[config.mk]
export PLATFORM = sky130hd
export DESIGN_NAME = wb_byte_bridge
export DESIGN_NICKNAME = d
export VERILOG_FILES = /design/src/rtl/wb_byte_bridge.sv
export SDC_FILE = /design/constraint.sdc
export NUM_CORES = 1
export LEC_CHECK = 0
export CELL_PAD_IN_SITES_DETAIL_PLACEMENT = 0
export CELL_PAD_IN_SITES_GLOBAL_PLACEMENT = 1
export CORE_UTILIZATION = 42
export DETAILED_ROUTE_END_ITERATION = 16
export PLACE_DENSITY_LB_ADDON = 0.1
export SYNTH_ARGS = -nofsm -noshare
export SYNTH_HDL_FRONTEND = slang
export SYNTH_SLANG_ARGS = --single-unit
[constraint.sdc]
create_clock -name clk -period 5.7 [get_ports clk]
set_clock_uncertainty 0.2 [all_clocks]
set_input_delay 1.14 -clock clk [delete_from_list [all_inputs] [get_ports clk]]
set_output_delay 1.14 -clock clk [all_outputs]
set_load 0.005 [all_outputs]
[src/rtl/wb_byte_bridge.sv]
// Byte-stream host link to 8-bit wishbone master bridge.
// Host bytes set a 24-bit address and run counted read/write bursts on the bus.
module wb_byte_bridge #(
  parameter int unsigned timeout_cycles = 255
) (
  input  logic        clk,
  input  logic        reset,
  input  logic [0:7]  rx_data,
  input  logic        rx_valid,
  output logic        rx_ready,
  output logic [0:7]  tx_data,
  output logic        tx_valid,
  input  logic        tx_ready,
  output logic [0:23] wb_adr_o,
  output logic [0:7]  wb_dat_o,
  input  logic [0:7]  wb_dat_i,
  output logic        wb_we_o,
  output logic [0:0]  wb_sel_o,
  output logic        wb_stb_o,
  output logic        wb_cyc_o,
  input  logic        wb_ack_i,
  output logic        timeout
);

  typedef enum logic [3:0] {
    IDLE, ADDR0, ADDR1, ADDR2, COUNT, WDATA, WBUS, RBUS, RSEND
  } state_t;

  localparam logic [15:0] TMO_LAST = 16'(timeout_cycles - 1);

  state_t      state, state_nxt;
  logic [0:23] addr;
  logic [8:0]  cnt;
  logic [15:0] tmo_cnt;
  logic        dir_wr;
  logic        gap;
  logic        rx_fire, tx_fire, on_bus, done, tmo_hit, last;

  assign on_bus  = (state == WBUS) || (state == RBUS);
  assign rx_fire = rx_valid && rx_ready;
  assign tx_fire = tx_valid && tx_ready;
  // An ack on the final allowed cycle wins over the timeout.
  assign tmo_hit = on_bus && !wb_ack_i && (tmo_cnt == TMO_LAST);
  assign done    = on_bus && (wb_ack_i || tmo_hit);
  assign last    = (cnt == 9'd1);

  assign wb_adr_o = addr;
  assign wb_sel_o = 1'b1;
  assign wb_cyc_o = on_bus;
  assign wb_stb_o = on_bus;
  assign wb_we_o  = (state == WBUS);
  assign tx_valid = (state == RSEND);

  // gap holds off the next data byte for one cycle after a write access,
  // so the bus always sees an idle cycle and writes run at a 3-cycle cadence.
  assign rx_ready = !reset &&
                    ((state inside {IDLE, ADDR0, ADDR1, ADDR2, COUNT}) ||
                     ((state == WDATA) && !gap));

  always_comb begin
    state_nxt = state;
    unique case (state)
      IDLE: begin
        if (rx_fire) begin
          case (rx_data)
            8'h01:        state_nxt = ADDR0;
            8'h02, 8'h03: state_nxt = COUNT;
            default:      state_nxt = IDLE;
          endcase
        end
      end
      ADDR0: if (rx_fire) state_nxt = ADDR1;
      ADDR1: if (rx_fire) state_nxt = ADDR2;
      ADDR2: if (rx_fire) state_nxt = IDLE;
      COUNT: if (rx_fire) state_nxt = dir_wr ? WDATA : RBUS;
      WDATA: if (rx_fire) state_nxt = WBUS;
      WBUS:  if (done)    state_nxt = last ? IDLE : WDATA;
      RBUS:  if (done)    state_nxt = RSEND;
      RSEND: if (tx_fire) state_nxt = last ? IDLE : RBUS;
      default:            state_nxt = IDLE;
    endcase
  end

  always_ff @(posedge clk) begin
    if (reset) begin
      state    <= IDLE;
      addr     <= '0;
      cnt      <= '0;
      tmo_cnt  <= '0;
      dir_wr   <= 1'b0;
      gap      <= 1'b0;
      wb_dat_o <= '0;
      tx_data  <= '0;
      timeout  <= 1'b0;
    end else begin
      state   <= state_nxt;
      timeout <= tmo_hit;
      gap     <= 1'b0;
      tmo_cnt <= (on_bus && !done) ? tmo_cnt + 16'd1 : 16'd0;
      unique case (state)
        IDLE:  if (rx_fire && (rx_data == 8'h02 || rx_data == 8'h03))
                 dir_wr <= (rx_data == 8'h02);
        ADDR0: if (rx_fire) addr[0:7]   <= rx_data;
        ADDR1: if (rx_fire) addr[8:15]  <= rx_data;
        ADDR2: if (rx_fire) addr[16:23] <= rx_data;
        COUNT: if (rx_fire) cnt <= (rx_data == 8'h00) ? 9'd256 : {1'b0, rx_data};
        WDATA: if (rx_fire) wb_dat_o <= rx_data;
        WBUS: begin
          if (done) begin
            addr <= addr + 24'd1;
            cnt  <= cnt - 9'd1;
            gap  <= 1'b1;
          end
        end
        RBUS: begin
          if (wb_ack_i)     tx_data <= wb_dat_i;
          else if (tmo_hit) tx_data <= 8'hFF;
        end
        RSEND: begin
          if (tx_fire) begin
            addr <= addr + 24'd1;
            cnt  <= cnt - 9'd1;
          end
        end
        default: ;
      endcase
    end
  end

endmodule

Word-level counts from Yosys, hierarchy flattened

Cells that the tools add are included.
W data, S select, Z words.

Output and inout bits: 47
Bits of input ports: 21
Logic and storage cells: 102
Flip-flop bits (word level): 72

$add $sub $neg: 3
Mux-type cells: 28
Reductions and logical operators: 36
Eq/ne operators: 22
Bitwise gates (word level): 2

Operator list:

| kind                    | count |
|---|---|
| $pmux W8 S3             | 3 |
| $mux W24                | 2 |
| $mux W4                 | 9 |
| $mux W9                 | 4 |
| $pmux W4 S9             | 1 |
| $pmux W9 S3             | 1 |
| $add A24 B1 Y24 const B | 1 |
| $mux W8                 | 3 |
| $add A16 B1 Y16 const B | 1 |
| $eq A16 B8 Y1 const B   | 1 |
| $eq A4 B3 Y1 const B    | 4 |
| $eq A8 B2 Y1 const B    | 2 |
| $reduce_and A4 Y1       | 4 |
| $ne A2 B2 Y1 const B    | 7 |
| $reduce_bool A3 Y1      | 4 |
| $eq A9 B1 Y1 const B    | 1 |
| $logic_and A1 B1 Y1     | 9 |
| $reduce_and A9 Y1       | 1 |
| $sub A9 B1 Y9 const B   | 1 |
| $eq A4 B2 Y1 const B    | 2 |
| $eq A8 B1 Y1 const B    | 1 |
| $logic_not A8 Y1        | 1 |
| $mux W3                 | 2 |
| $pmux W3 S2             | 1 |
| other kinds (13)        | 25 |

Longest topological paths before layout

Depth after elaboration: 10
Depth in mapped cells: 9
Mapped depth without buffers: 7

Worst setup path after synthesis

OpenSTA, ideal clock, no wires.

Kind: input-to-reg
From: input port wb_ack_i
To: register cnt[7]
Setup slack: 2.396 ns
Arrival time: 2.972 ns
Stages on the path: 7
Path through: or4bb_1 > or4_1 > buf_2 > a211o_1 > buf_6 > o31ai_1 > a21oi_1

Cells in the longest elaborated chain, start to end: 7

RTL lines:

| what                                 | line | text |
|---|---|---|
| from (decl)                          | 21   | `input logic wb_ack_i,` |
| $logic_not A1 Y1                     | 43   | `assign tmo_hit = on_bus && !wb_ack_i && (tmo_cnt == TMO_LAST);` |
| $logic_and A1 B1 Y1 (2 in a row)     | 43   |  |
| $logic_or A1 B1 Y1 *                 | 44   | `assign done = on_bus && (wb_ack_i \|\| tmo_hit);` |
| $logic_and A1 B1 Y1 *                | 44   |  |
| $ne A2 B1 Y1 (no source line) *      | --   |  |
| $reduce_and A4 Y1 (no source line) * | --   |  |
| to (signal assigned)                 | 106  | `COUNT: if (rx_fire) cnt <= (rx_data == 8'h00) ? 9'd256 : {1'b0, rx_data};` |
| to (signal assigned)                 | 111  | `cnt <= cnt - 9'd1;` |
| to (signal assigned)                 | 122  | `cnt <= cnt - 9'd1;` |
| to (decl)                            | 33   | `logic [8:0] cnt;` |

Mark *: on every way between the ends. The rest lies on a longest branch, timed or not.
A chain may end at the register's enable or synchronous reset.

Final worst setup path

From: input port wb_ack_i
To: register cnt[0]

The elaborated chain is that of the path after synthesis.

==> results.ini <==
[placement]
place.gp.congestion=0.870
io_buffer_count=66
dp_hpwl_mm=8.23

[power]
p_total_mw=1.03
ir_drop_uv=111
powerDensity_nw_per_um2=213
static-leakage-power_nw=1.66

[global_route]
grt_pass1_vias=3725
track_usage_pct=25.1
grt_pass1_wl_mm=19.6
grt_max_degree=51
antenna_found_initial=0
overflow=0

[detailed_routing]
vias_per_cell=6.34
drt-total-wl_mm=12.1
drc=0
antenna_left=0
vias=4126
wire_per_inst_um=18.5
drtIter0Drc=293
drt_pass1_iterations=5

[clock_tree]
htree_levels=3
clk_pin_slew_ns=0.08
cts_tree=built
cts_hold_buf=0
cts_made_buffers=9
cts_resized=0
cts_setup_buffers=0
cts_num_sinks=72
root_buffer=clkbuf_8
insertion_delay_ns=0.35
cts_buffer_depth=2

[timing]
final_hold_viol_count=0
setup_viol=0
tns_ns=0
slew_violations=0
rsz0062_at_grt=no
fmaxAchievable_ghz=0.257
fin_crit_ns=3.89
period_share_pct=68.2
slew_headroom_pct=31.1
worst_pin_slew_ns=1.02

[worst_hold_path]
whs_path_depth=2
hold_path_end=cnt[7]
worstHoldStart=cnt[7]
hp-class=reg2reg

[cells_and_area]
areaGrowthSynthToFinish_pct=21.5
final_common_cell=dfxtp_1
drive_above_1_share_pct=6.30
final_cell_mix=72 x dfxtp_1, 65 x clkdlybuf4s50_1, 56 x nor2_1
nNetsFinal=562
final-seq-area_um2=1440
multi_input_area_um2=2340
n_fill_cell=912
n_antenna_cell=0

[synthesis]
ys_warn_count=0
ys_seq_elements=72
synth-edff-count=0
syn_nets=514
syn-instance-count=488
synthFlopType=dfxtp_1
avgSynthCellArea_um2=8.14
ys_seq_area_share_pct=36.3
ys_async_sr_fraction_pct=0
ys_types=57
synth_area_um2=3970

[floorplanning]
die_w_um=99.3
initial_utilization_pct=43.2
fp-row-count=35
core_area_um2=9200
die_h_um=99.3
boundaryPins=68
dieArea_um2=9850

[critical_path]
endpoint_kind=register
startpoint_type=input pin
cp.required_ns=5.74
reg2reg_depth=5
crit_type=in2reg
worstSetupStartpoint=wb_ack_i
rrSetupSlack_ns=2.54
critPathMaxFanout=18
r2r-start=state[0]
rr_endpoint=wb_adr_o[23]
cp.arrival_ns=3.93

[run_status]
status=finished clean

[flow_run]
cap_viol_max_count=0

[cells in the mapped netlist (all sizes together) (3+ instances only)]
cell | instances | area share, %
clkbuf | 23 | 2.2
o31a | 3 | 0.66
and4 | 4 | 0.88
nand4 | 11 | 1.7
mux2i | 9 | 2.3
xnor2 | 8 | 1.8
nand3 | 45 | 5.7
a211o | 5 | 1.1
and2 | 6 | 0.94
nor3 | 8 | 1.0
a21oi | 29 | 3.7
buf | 10 | 1.5
o221a | 8 | 2.3
nand2 | 28 | 2.6
a211oi | 9 | 2.0
ha | 5 | 1.6
dfxtp | 72 | 36
nor2 | 56 | 5.3
o21ai | 16 | 2.0
o21a | 3 | 0.57
inv | 14 | 1.3
o211ai | 3 | 0.57
nor4 | 5 | 0.79
a311oi | 5 | 1.1
o41ai | 8 | 1.8
a31oi | 8 | 1.3
o22ai | 5 | 0.79
nor2b | 3 | 0.47
o31ai | 30 | 5.9
xor2 | 7 | 1.5
and3 | 5 | 0.79
or4 | 8 | 1.5
or4b | 3 | 0.76
[through the flow]
stage	hold slack, ns	setup slack [ns]	area (um^2)	std cells	utilization (%)
final	0.273	1.81	4830	651	52.5
after detailed placement	0.263	1.48	4660	636	50.6
after global routing	0.294	1.68	4830	651	52.5
after global placement	0.250	1.54	4660	636	50.6
after CTS	0.274	1.85	4830	651	52.5
after floorplan	0.239	2.40	3970	488	-
[logic make-up (layout without fill, tap and decap cells)]
| family | count (synthesis) | in the layout | share of synthesized area, % |
|---|---|---|---|
| flops | 72 | 72 | 36.3 |
| xor+xnor | 15 | 15 | 3.31 |
| buf+inv | 47 | 99 | 4.97 |
| mux | 9 | 9 | 2.27 |
| compound gates | 147 | 147 | 27.0 |
| other cells | 1 | 1 | 0.0944 |
| simple gates | 192 | 192 | 24.5 |
| fa+ha+maj | 5 | 5 | 1.57 |
[layer usage]
layer / global-route usage (%) / vias up / part of all wire [%]
met4: 9.73 / 0 / 2.5
met2: 40.5 / 164 / 47
met3: 5.48 / 20 / 6.6
met5: 0 / - / 0
met1: 32.9 / 1993 / 44
li1: - / 1949 / -
[worst max-delay path, stage by stage]
cell and delay (ns):
clkdlybuf4s50_1 0.50, or4bb_1 0.55, or4_1 0.55, a211oi_4 0.75
nand3_1 0.16, a32o_1 0.28
[state kept, by name (all words and copies together), names as in the netlist]
register / cells
dir_wr: 1
state: 4
cnt: 9
tx_data: 8
tmo_cnt: 16
wb_adr_o: 24
gap: 1
timeout: 1
wb_dat_o: 8
[worst max path at each step]
stage,endpoint,slack [ns],cells past startpoint
final,cnt[0],1.81,6
after detailed placement,cnt[0],1.48,6
after floorplan,cnt[7],2.40,7
after global routing,wb_adr_o[14],1.68,6
after CTS,cnt[0],1.85,6
after global placement,cnt[0],1.54,6
[area by class of cell]
cell class | instances | share of cell area [%]
clock buffers | 12 | 3.21
inverters | 14 | 1.09
repair buffers | 70 | 14.2
clock inverters | 3 | 0.363
flip-flops and latches | 72 | 29.8
multi-input cells | 369 | 48.4
well taps | 111 | 2.88
[power breakdown]
part	internal, mW	switching, mW
sequential	0.512	0.0175
combinational	0.0536	0.0726
clock	0.178	0.197
total	0.744	0.287
(Power assumes the default switching activity.)
